**config.mk**
```make
export PLATFORM = sky130hd
export DESIGN_NAME = axi_rd_mst_ctrl_flat
export DESIGN_NICKNAME = d
export VERILOG_FILES = /design/src/rtl/axi_rd_mst_ctrl_pkg.sv /design/src/rtl/axi_rd_mst_ctrl_if.sv /design/src/rtl/axi_rd_tag_fifo.sv /design/src/rtl/axi_rd_mst_ctrl.sv /design/src/flat_wrapper.sv
export SDC_FILE = /design/constraint.sdc
export NUM_CORES = 1
export LEC_CHECK = 0
export CAP_MARGIN = 30
export CORE_ASPECT_RATIO = 2
export CORE_MARGIN = 4
export CORE_UTILIZATION = 52
export CTS_CLUSTER_DIAMETER = 80
export DETAILED_ROUTE_END_ITERATION = 10
export PLACE_DENSITY = 0.82
export SYNTH_ARGS = -nofsm -noshare
export SYNTH_HDL_FRONTEND = slang
export SYNTH_HIERARCHICAL = 1
export SYNTH_SLANG_ARGS = --single-unit
```
**constraint.sdc**
```tcl
create_clock -name clk -period 8.1 [get_ports clk]
set_input_delay 2.025 -clock clk [delete_from_list [all_inputs] [get_ports clk]]
set_output_delay 2.025 -clock clk [all_outputs]
set_load 0.05 [all_outputs]
```
**src/rtl/axi_rd_mst_ctrl_pkg.sv**
```systemverilog
// Shared definitions for the AXI4 read master controller: width defaults,
// AXI response/burst/size codes, the AR slice state type and a helper.
package axi_rd_mst_ctrl_pkg;

  // Default widths used by the controller and its interface
  localparam int AXI_ID_W_DEF   = 4;
  localparam int AXI_ADDR_W_DEF = 32;
  localparam int AXI_DATA_W_DEF = 32;
  localparam int AXI_LEN_W_DEF  = 8;

  // RRESP codes; numeric order doubles as severity order
  typedef enum logic [1:0] {
    AXI_RESP_OKAY   = 2'b00,
    AXI_RESP_EXOKAY = 2'b01,
    AXI_RESP_SLVERR = 2'b10,
    AXI_RESP_DECERR = 2'b11
  } axi_resp_e;

  // ARBURST codes (2'b11 is reserved by AXI)
  typedef enum logic [1:0] {
    AXI_BURST_FIXED = 2'b00,
    AXI_BURST_INCR  = 2'b01,
    AXI_BURST_WRAP  = 2'b10
  } axi_burst_e;

  // ARSIZE codes (bytes per beat = 2**size)
  localparam logic [2:0] AXI_SIZE_1B   = 3'd0;
  localparam logic [2:0] AXI_SIZE_2B   = 3'd1;
  localparam logic [2:0] AXI_SIZE_4B   = 3'd2;
  localparam logic [2:0] AXI_SIZE_8B   = 3'd3;
  localparam logic [2:0] AXI_SIZE_16B  = 3'd4;
  localparam logic [2:0] AXI_SIZE_32B  = 3'd5;
  localparam logic [2:0] AXI_SIZE_64B  = 3'd6;
  localparam logic [2:0] AXI_SIZE_128B = 3'd7;

  // AR register slice: empty, or holding one request until arready
  typedef enum logic {
    AR_IDLE = 1'b0,
    AR_BUSY = 1'b1
  } ar_state_e;

  // Worst-of two responses; the encoding is already ordered by severity
  function automatic logic [1:0] resp_max(input logic [1:0] a, input logic [1:0] b);
    return (a > b) ? a : b;
  endfunction

endpackage

```
**src/rtl/axi_rd_mst_ctrl_if.sv**
```systemverilog
// AXI4 read-address and read-data channel bundle with master/slave views.
interface axi_rd_mst_ctrl_if #(
  parameter int ID_W   = 4,
  parameter int ADDR_W = 32,
  parameter int DATA_W = 32,
  parameter int LEN_W  = 8
);

  // AR channel
  logic [ID_W-1:0]   arid;
  logic [ADDR_W-1:0] araddr;
  logic [LEN_W-1:0]  arlen;
  logic [2:0]        arsize;
  logic [1:0]        arburst;
  logic              arvalid;
  logic              arready;

  // R channel
  logic [ID_W-1:0]   rid;
  logic [DATA_W-1:0] rdata;
  logic [1:0]        rresp;
  logic              rlast;
  logic              rvalid;
  logic              rready;

  modport master (
    output arid, araddr, arlen, arsize, arburst, arvalid, rready,
    input  arready, rid, rdata, rresp, rlast, rvalid
  );

  modport slave (
    input  arid, araddr, arlen, arsize, arburst, arvalid, rready,
    output arready, rid, rdata, rresp, rlast, rvalid
  );

endinterface

```
**src/rtl/axi_rd_tag_fifo.sv**
```systemverilog
// Synchronous tag FIFO holding {id,len} of every burst issued on AR and
// not yet terminated by rlast. Push and pop in the same cycle are legal
// even when full: the head is read before the freed slot is rewritten.
module axi_rd_tag_fifo #(
  parameter int DEPTH = 4,
  parameter int WIDTH = 12
) (
  input  logic             clk,
  input  logic             rst_n,
  input  logic             push,
  input  logic [WIDTH-1:0] push_data,
  input  logic             pop,
  output logic [WIDTH-1:0] pop_data,
  output logic             full,
  output logic             empty
);

  localparam int AW = $clog2(DEPTH);

  logic [AW:0]      wr_ptr_q;
  logic [AW:0]      rd_ptr_q;
  logic [WIDTH-1:0] mem [DEPTH];
  logic             push_ok;
  logic             pop_ok;

  // Extra pointer MSB distinguishes full from empty
  assign empty   = (wr_ptr_q == rd_ptr_q);
  assign full    = (wr_ptr_q[AW] != rd_ptr_q[AW]) &&
                   (wr_ptr_q[AW-1:0] == rd_ptr_q[AW-1:0]);
  assign push_ok = push & (~full | pop);
  assign pop_ok  = pop & ~empty;

  // Pointer update; reset empties the FIFO
  // NOTE: sequential state uses non-blocking assignments so every register samples pre-edge values.
  always_ff @(posedge clk or negedge rst_n) begin
    if (!rst_n) begin
      wr_ptr_q <= '0;
      rd_ptr_q <= '0;
    end else begin
      if (push_ok) wr_ptr_q <= wr_ptr_q + (AW+1)'(1);
      if (pop_ok)  rd_ptr_q <= rd_ptr_q + (AW+1)'(1);
    end
  end

  // Storage write
  // NOTE: storage is not reset; the pointers alone define which entries are valid.
  always_ff @(posedge clk) begin
    if (push_ok) mem[wr_ptr_q[AW-1:0]] <= push_data;
  end

  assign pop_data = mem[rd_ptr_q[AW-1:0]];

endmodule

```
**src/rtl/axi_rd_mst_ctrl.sv**
```systemverilog
// Command-driven AXI4 read master. Commands are registered into an AR slice
// and issued with an auto-incrementing ID; issued bursts are tracked in a tag
// FIFO. R beats are forwarded one cycle later, checked against the FIFO head,
// and each burst closes with a one-cycle completion record.
module axi_rd_mst_ctrl
  import axi_rd_mst_ctrl_pkg::*;
#(
  parameter int ID_W     = AXI_ID_W_DEF,
  parameter int ADDR_W   = AXI_ADDR_W_DEF,
  parameter int DATA_W   = AXI_DATA_W_DEF,
  parameter int LEN_W    = AXI_LEN_W_DEF,
  parameter int MAX_OUTS = 4,
  parameter int ERRCNT_W = 16,
  localparam int CNT_W   = $clog2(MAX_OUTS) + 1
) (
  input  logic                clk,
  input  logic                rst_n,

  input  logic                cmd_valid,
  output logic                cmd_ready,
  input  logic [ADDR_W-1:0]   cmd_addr,
  input  logic [LEN_W-1:0]    cmd_len,
  input  logic [2:0]          cmd_size,
  input  logic [1:0]          cmd_burst,
  input  logic                rready_en,

  axi_rd_mst_ctrl_if.master   axi_mst,

  output logic                beat_valid,
  output logic [DATA_W-1:0]   beat_data,
  output logic [LEN_W-1:0]    beat_idx,

  output logic                done_valid,
  output logic [ID_W-1:0]     done_id,
  output logic [1:0]          done_resp,
  output logic [LEN_W:0]      done_beats,
  output logic                done_err,

  output logic [CNT_W-1:0]    outs_cnt,
  output logic [ERRCNT_W-1:0] err_cnt
);

  localparam int TAG_W = ID_W + LEN_W;

  // AR slice
  ar_state_e         state_q, state_d;
  logic              arvalid;
  logic [ADDR_W-1:0] araddr_q;
  logic [LEN_W-1:0]  arlen_q;
  logic [2:0]        arsize_q;
  logic [1:0]        arburst_q;
  logic [ID_W-1:0]   id_cnt_q;
  logic              cmd_hs;
  logic              ar_hs;

  // Burst tracking
  logic [CNT_W-1:0]  outs_cnt_q;
  logic [TAG_W-1:0]  head;
  logic [ID_W-1:0]   head_id;
  logic [LEN_W-1:0]  head_len;
  logic              fifo_full;
  logic              fifo_empty;

  // R path
  logic              rready;
  logic              r_hs;
  logic              r_last_hs;
  logic [LEN_W-1:0]  beat_cnt_q;
  logic [1:0]        resp_acc_q, resp_acc_d;
  logic              id_err_q, len_err_q;
  logic              id_err_tot, len_err_tot;
  logic              done_err_d;

  // A request held in the slice counts against the budget, so a new command
  // is only taken once the slice is empty and a tag slot is free.
  assign cmd_ready = (state_q == AR_IDLE) & ~fifo_full &
                     (outs_cnt_q < CNT_W'(MAX_OUTS));
  assign cmd_hs    = cmd_valid & cmd_ready;
  assign ar_hs     = arvalid & axi_mst.arready;

  // AR slice state register
  always_ff @(posedge clk or negedge rst_n) begin
    if (!rst_n) state_q <= AR_IDLE;
    else        state_q <= state_d;
  end

  // AR slice next state and arvalid
  // NOTE: every signal driven here gets a default first, so no path can infer a latch.
  always_comb begin
    state_d = state_q;
    arvalid = 1'b0;
    case (state_q)
      AR_IDLE: if (cmd_hs) state_d = AR_BUSY;
      AR_BUSY: begin
        arvalid = 1'b1;
        if (axi_mst.arready) state_d = AR_IDLE;
      end
      default: state_d = AR_IDLE;
    endcase
  end

  // AR payload capture; held stable while arvalid waits for arready
  always_ff @(posedge clk or negedge rst_n) begin
    if (!rst_n) begin
      araddr_q  <= '0;
      arlen_q   <= '0;
      arsize_q  <= '0;
      arburst_q <= '0;
    end else if (cmd_hs) begin
      araddr_q  <= cmd_addr;
      arlen_q   <= cmd_len;
      arsize_q  <= cmd_size;
      arburst_q <= cmd_burst;
    end
  end

  // ID counter: advances once per AR handshake and wraps
  always_ff @(posedge clk or negedge rst_n) begin
    if (!rst_n)     id_cnt_q <= '0;
    else if (ar_hs) id_cnt_q <= id_cnt_q + ID_W'(1);
  end

  assign axi_mst.arid    = id_cnt_q;
  assign axi_mst.araddr  = araddr_q;
  assign axi_mst.arlen   = arlen_q;
  assign axi_mst.arsize  = arsize_q;
  assign axi_mst.arburst = arburst_q;
  assign axi_mst.arvalid = arvalid;

  axi_rd_tag_fifo #(
    .DEPTH (MAX_OUTS),
    .WIDTH (TAG_W)
  ) u_tag_fifo (
    .clk       (clk),
    .rst_n     (rst_n),
    .push      (ar_hs),
    .push_data ({id_cnt_q, arlen_q}),
    .pop       (r_last_hs),
    .pop_data  (head),
    .full      (fifo_full),
    .empty     (fifo_empty)
  );

  assign head_id  = head[TAG_W-1:LEN_W];
  assign head_len = head[LEN_W-1:0];

  // Outstanding count: issue and completion in one cycle cancel out
  always_ff @(posedge clk or negedge rst_n) begin
    if (!rst_n) begin
      outs_cnt_q <= '0;
    end else begin
      case ({ar_hs, r_last_hs})
        2'b10:   outs_cnt_q <= outs_cnt_q + CNT_W'(1);
        2'b01:   outs_cnt_q <= outs_cnt_q - CNT_W'(1);
        default: outs_cnt_q <= outs_cnt_q;
      endcase
    end
  end

  assign outs_cnt = outs_cnt_q;

  // R acceptance only while some burst is expected
  assign rready         = rready_en & ~fifo_empty;
  assign axi_mst.rready = rready;
  assign r_hs           = axi_mst.rvalid & rready;
  assign r_last_hs      = r_hs & axi_mst.rlast;

  // Per-beat checks; the accumulator restarts on the first beat of a burst
  always_comb begin
    resp_acc_d  = (beat_cnt_q == '0) ? axi_mst.rresp
                                     : resp_max(axi_mst.rresp, resp_acc_q);
    id_err_tot  = id_err_q | (axi_mst.rid != head_id);
    len_err_tot = len_err_q |
                  (axi_mst.rlast ? (beat_cnt_q != head_len)
                                 : (beat_cnt_q == head_len));
    done_err_d  = resp_acc_d[1] | id_err_tot | len_err_tot;
  end

  // Beat counter, response accumulator and sticky error flags
  always_ff @(posedge clk or negedge rst_n) begin
    if (!rst_n) begin
      beat_cnt_q <= '0;
      resp_acc_q <= '0;
      id_err_q   <= 1'b0;
      len_err_q  <= 1'b0;
    end else if (r_hs) begin
      resp_acc_q <= resp_acc_d;
      if (axi_mst.rlast) begin
        beat_cnt_q <= '0;
        id_err_q   <= 1'b0;
        len_err_q  <= 1'b0;
      end else begin
        if (beat_cnt_q != '1) beat_cnt_q <= beat_cnt_q + LEN_W'(1);
        id_err_q  <= id_err_tot;
        len_err_q <= len_err_tot;
      end
    end
  end

  // Registered beat stream
  always_ff @(posedge clk or negedge rst_n) begin
    if (!rst_n) begin
      beat_valid <= 1'b0;
      beat_data  <= '0;
      beat_idx   <= '0;
    end else begin
      beat_valid <= r_hs;
      if (r_hs) begin
        beat_data <= axi_mst.rdata;
        beat_idx  <= beat_cnt_q;
      end
    end
  end

  // Completion record, one cycle after the rlast handshake
  always_ff @(posedge clk or negedge rst_n) begin
    if (!rst_n) begin
      done_valid <= 1'b0;
      done_id    <= '0;
      done_resp  <= '0;
      done_beats <= '0;
      done_err   <= 1'b0;
    end else begin
      done_valid <= r_last_hs;
      if (r_last_hs) begin
        done_id    <= head_id;
        done_resp  <= resp_acc_d;
        done_beats <= {1'b0, beat_cnt_q} + (LEN_W+1)'(1);
        done_err   <= done_err_d;
      end
    end
  end

  // Saturating error counter, updated alongside the completion record
  always_ff @(posedge clk or negedge rst_n) begin
    if (!rst_n) begin
      err_cnt <= '0;
    end else if (r_last_hs && done_err_d && (err_cnt != '1)) begin
      err_cnt <= err_cnt + ERRCNT_W'(1);
    end
  end

endmodule

```
**src/flat_wrapper.sv**
```systemverilog
// flat-port wrapper written by rule: the top's interface ports become plain ports
module axi_rd_mst_ctrl_flat import axi_rd_mst_ctrl_pkg::*;
#(
  parameter int ID_W     = AXI_ID_W_DEF,
  parameter int ADDR_W   = AXI_ADDR_W_DEF,
  parameter int DATA_W   = AXI_DATA_W_DEF,
  parameter int LEN_W    = AXI_LEN_W_DEF,
  parameter int MAX_OUTS = 4,
  parameter int ERRCNT_W = 16,
  localparam int CNT_W   = $clog2(MAX_OUTS) + 1
)
  (clk, rst_n, cmd_valid, cmd_ready, cmd_addr, cmd_len, cmd_size, cmd_burst, rready_en, beat_valid, beat_data, beat_idx, done_valid, done_id, done_resp, done_beats, done_err, outs_cnt, err_cnt, axi_mst_arid, axi_mst_araddr, axi_mst_arlen, axi_mst_arsize, axi_mst_arburst, axi_mst_arvalid, axi_mst_rready, axi_mst_arready, axi_mst_rid, axi_mst_rdata, axi_mst_rresp, axi_mst_rlast, axi_mst_rvalid);
  axi_rd_mst_ctrl_if #(.ID_W(ID_W), .ADDR_W(ADDR_W), .DATA_W(DATA_W), .LEN_W(LEN_W)) axi_mst_i ();
  input  logic clk;
  input  logic rst_n;
  input  logic cmd_valid;
  output logic cmd_ready;
  input  logic [ADDR_W-1:0] cmd_addr;
  input  logic [LEN_W-1:0] cmd_len;
  input  logic [2:0] cmd_size;
  input  logic [1:0] cmd_burst;
  input  logic rready_en;
  output logic beat_valid;
  output logic [DATA_W-1:0] beat_data;
  output logic [LEN_W-1:0] beat_idx;
  output logic done_valid;
  output logic [ID_W-1:0] done_id;
  output logic [1:0] done_resp;
  output logic [LEN_W:0] done_beats;
  output logic done_err;
  output logic [CNT_W-1:0] outs_cnt;
  output logic [ERRCNT_W-1:0] err_cnt;
  output wire logic [$bits(axi_mst_i.arid)-1:0] axi_mst_arid;
  output wire logic [$bits(axi_mst_i.araddr)-1:0] axi_mst_araddr;
  output wire logic [$bits(axi_mst_i.arlen)-1:0] axi_mst_arlen;
  output wire logic [$bits(axi_mst_i.arsize)-1:0] axi_mst_arsize;
  output wire logic [$bits(axi_mst_i.arburst)-1:0] axi_mst_arburst;
  output wire logic [$bits(axi_mst_i.arvalid)-1:0] axi_mst_arvalid;
  output wire logic [$bits(axi_mst_i.rready)-1:0] axi_mst_rready;
  input wire logic [$bits(axi_mst_i.arready)-1:0] axi_mst_arready;
  input wire logic [$bits(axi_mst_i.rid)-1:0] axi_mst_rid;
  input wire logic [$bits(axi_mst_i.rdata)-1:0] axi_mst_rdata;
  input wire logic [$bits(axi_mst_i.rresp)-1:0] axi_mst_rresp;
  input wire logic [$bits(axi_mst_i.rlast)-1:0] axi_mst_rlast;
  input wire logic [$bits(axi_mst_i.rvalid)-1:0] axi_mst_rvalid;
  assign axi_mst_arid = axi_mst_i.arid;
  assign axi_mst_araddr = axi_mst_i.araddr;
  assign axi_mst_arlen = axi_mst_i.arlen;
  assign axi_mst_arsize = axi_mst_i.arsize;
  assign axi_mst_arburst = axi_mst_i.arburst;
  assign axi_mst_arvalid = axi_mst_i.arvalid;
  assign axi_mst_rready = axi_mst_i.rready;
  assign axi_mst_i.arready = axi_mst_arready;
  assign axi_mst_i.rid = axi_mst_rid;
  assign axi_mst_i.rdata = axi_mst_rdata;
  assign axi_mst_i.rresp = axi_mst_rresp;
  assign axi_mst_i.rlast = axi_mst_rlast;
  assign axi_mst_i.rvalid = axi_mst_rvalid;
  axi_rd_mst_ctrl #(.ID_W(ID_W), .ADDR_W(ADDR_W), .DATA_W(DATA_W), .LEN_W(LEN_W), .MAX_OUTS(MAX_OUTS), .ERRCNT_W(ERRCNT_W)) u_core (.clk(clk), .rst_n(rst_n), .cmd_valid(cmd_valid), .cmd_ready(cmd_ready), .cmd_addr(cmd_addr), .cmd_len(cmd_len), .cmd_size(cmd_size), .cmd_burst(cmd_burst), .rready_en(rready_en), .axi_mst(axi_mst_i), .beat_valid(beat_valid), .beat_data(beat_data), .beat_idx(beat_idx), .done_valid(done_valid), .done_id(done_id), .done_resp(done_resp), .done_beats(done_beats), .done_err(done_err), .outs_cnt(outs_cnt), .err_cnt(err_cnt));
endmodule
```
==> reports/metrics.yaml <==
wire_per_inst_um: 18.0
clock_tree.root_cell: "clkbuf_16"
drive_above_1_share_pct: 13.0
p_sw_share_pct: 45.0
cts_setup_buffers: 0
power_w: 0.00476
leakage_nw: 4.71
p_seq_share_pct: 34.0
power.density_nw_per_um2: 429
synth_edf_count: 48
yosys.area.top_type: "dfrtp_1"
clk_pin_slew_ns: 0.07
postLayoutCoreUtil_pct: 71.7
cts.sinks: 193
synth_top_area_share_pct: 44.0
dp_hpwl_um: 14300
setup_viol: 0
dieHeight_um: 186
routabilityCongestion: 0.898
ys_seq_area_share_pct: 61.5
start_util_pct: 53.3
clockBufferDepth: 2
cts_tree: "yes"
grt_pass1_vias: 6301
clock_latency_ns: 0.42
worstPathCellList: "clkdlybuf4s50_1 -> nor2b_1 -> clkdlybuf4s50_1"
cp_slowest_cell: "clkdlybuf4s50_1"
cts_buffers: 17
ys_types: 60
status: "complete, no violations"
p_clk_share_pct: 16.5
p_comb_share_pct: 49.5
n_antenna_cell: 0
drc: 0
fin_crit_ns: 5.49
hold_path_depth: 2
slew_headroom_pct: 38.3
timing.fmax_mhz: 182
vias: 5789
wirelength_um: 19400
htreeDepth: 4
drtPass1Iterations: 4
required_ns: 6.08
fin_skew_ns: 0.0103
synth_area_um2: 8240
grt_pass1_wl_um: 31100
holdPathEnd: "u_core/beat_data[25]$_DFFE_PN0N_"
ys_async_sr_fraction_pct: 75.1
drt_iter0_drc: 227
rr_worst_depth: 7
worst_slack_ns: 2.61
fin_tns_setup_ns: 0
r2r-end: "u_core/u_tag_fifo/mem[3][9]$_DFFE_PP_"
hold_buffers: 0
gr-total-overflow: 0
dieArea_um2: 18000
reg2reg_slack_ns: 3.30
portBuffers: 218
tightestPinTransition_ns: 0.925
yosysWarnings: 6
coreArea_um2: 15500
path_delay_family: "buffers and inverters"
ios: 219
grt_use_total_pct: 21.3
area_delta_synth_final_pct: 34.6
power_switching_w: 0.00214
critPathMaxStageDelay_ns: 0.81
endpoint_kind: "output pin"
num_rows: 64
critPathBufInv: 2
power.internal_w: 0.00262
crit_path_start_kind: "input pin"
vdd_drop_max_mv: 0.309
worstPathMaxFanout: 3
ys_ff_latch: 193
hold_class: "reg -> reg"
crit_arrival_ns: 3.46
syn_inst: 658
synth.avg_cell_area_um2: 12.5
r2r_start: "u_core/u_tag_fifo/rd_ptr_q[0]$_DFFE_PN0P_"
hold_viol: 0
nNetsFinal: 970
ys.flop_type: "dfrtp_1"
max_cap_violations: 0
cpMostUsedCell: "clkdlybuf4s50_1"
antenna_found_initial: 0
die_x_um: 97
place_ws_ns: 2.61
grt_max_degree: 75
synth_fp_nets: 762
cts-resized-gates: 0
fin_crit_sh_pct: 67.7
synth.top_cells.by_area: "dfrtp_1 (44%), edfxtp_1 (17%), nand2_1 (7.1%), mux2_2 (6.6%), mux4_2 (3.3%)"
vias_per_cell: 5.38
worstSetupPathType: "in -> out"
hp-start: "u_core/beat_data[25]$_DFFE_PN0N_"
rsz0062_at_grt: "false"
drv_slew: 0
ant_nets: 0
## power by group through the flow
stage	Combinational [W]	Clock [W]	Sequential [W]
final	0.00235	0.000787	0.00162
after CTS	0.00237	0.000807	0.00162
after detailed placement	0.00236	0	0.00164
after global routing	0.00248	0.000850	0.00167
after global placement	0.00231	0	0.00161
after floorplan	0.000731	0	0.00246
## kinds of logic after synthesis
group,Yosys count,share of synthesized area [%]
flops,193,61.5
compound gates,66,6.26
buf+inv,58,3.40
xor+xnor,43,4.57
mux,61,9.98
simple gates,223,12.0
fa+ha+maj,14,2.22
## per-layer routing
layer	up-vias	wire [um]	track usage, %
met2	199	10900	39.9
met3	32	1030	4.80
met5	-	0	0
met1	2854	6930	23.1
met4	0	502	8.89
li1	2704	-	-
## worst register-to-register path, stage by stage (launching register included)
cell      delay, ns
dfrtp_1        0.94
xor2_1         0.38
nor3_1         0.60
nand4b_1       0.26
buf_4          0.29
clkinv_1       0.71
o41ai_1        0.84
inv_1          0.44
## area by class of cell
class | instances | area [um2]
clock buffer | 20 | 457
clock inverter | 12 | 100
fill | 1067 | 4370
inverter | 24 | 90.1
multi-input combinational | 407 | 2890
sequential | 193 | 5070
tap | 198 | 248
timing repair buffer | 223 | 2230
## synth_stat cells (4+ instances only)
cell type and count:
a21o_1 4, a21oi_1 5, a311oi_1 6, a311oi_2 6
and2_1 4, and3_1 7, buf_2 12, clkbuf_1 15
dfrtp_1 145, edfxtp_1 48, ha_1 13, inv_1 23
mux2_2 48, mux4_2 12, nand2_1 156, nand3_1 9
nand4_1 8, nor2_1 14, nor3_1 6, o21ai_0 20
xnor2_1 13, xor2_1 30
## worst max path at each step
stage | startpoint | endpoint | slack [ns] | cells past startpoint
2_1_floorplan | rready_en | axi_mst_rready | 3.34 | 1
3_3_place_gp | rready_en | axi_mst_rready | 2.60 | 3
3_5_place_dp | rready_en | axi_mst_rready | 2.61 | 3
4_1_cts | rready_en | axi_mst_rready | 2.61 | 3
5_1_grt | rready_en | axi_mst_rready | 2.56 | 3
6_report | rready_en | axi_mst_rready | 2.61 | 3
## cells in the final DEF, fill, tap and decap left out, types with 5 or more instances in the layout
cell type          n
a311oi_2           6
a311oi_1           6
mux4_2            12
clkdlybuf4s50_1  217
nand2_1          156
nand4_1            8
edfxtp_1          48
nor2_1            14
mux2_2            48
dfrtp_1          145
a21oi_1            5
o21ai_0           20
and3_1             7
ha_1              13
xnor2_1           13
inv_1             23
nor3_1             6
xor2_1            30
clkbuf_16         17
nand3_1            9
## stage by stage
stage | std cells | hold WS (ns) | instance area, um2
2_1_floorplan | 658 | 0.450 | 8240
3_3_place_gp | 1044 | 0.456 | 10500
3_5_place_dp | 1044 | 0.461 | 10500
4_1_cts | 1076 | 0.479 | 11100
5_1_grt | 1077 | 0.490 | 11100
6_report | 1077 | 0.475 | 11100
## registers in the layout, indices dropped and copies added, names as in the netlist, 2 cells and up
signal	flops
u_core/outs_cnt	3
u_core/axi_mst.arsize	3
u_core/axi_mst.arlen	8
u_core/axi_mst.arburst	2
u_core/done_id	4
u_core/u_tag_fifo/rd_ptr_q	3
u_core/err_cnt	16
u_core/beat_idx	8
u_core/done_beats	9
u_core/resp_acc_q	2
u_core/beat_cnt_q	8
u_core/axi_mst.araddr	32
u_core/axi_mst.arid	4
u_core/u_tag_fifo/mem	48
u_core/u_tag_fifo/wr_ptr_q	3
u_core/beat_data	32
u_core/done_resp	2
No activity file was read; power rests on OpenSTA's default activity.
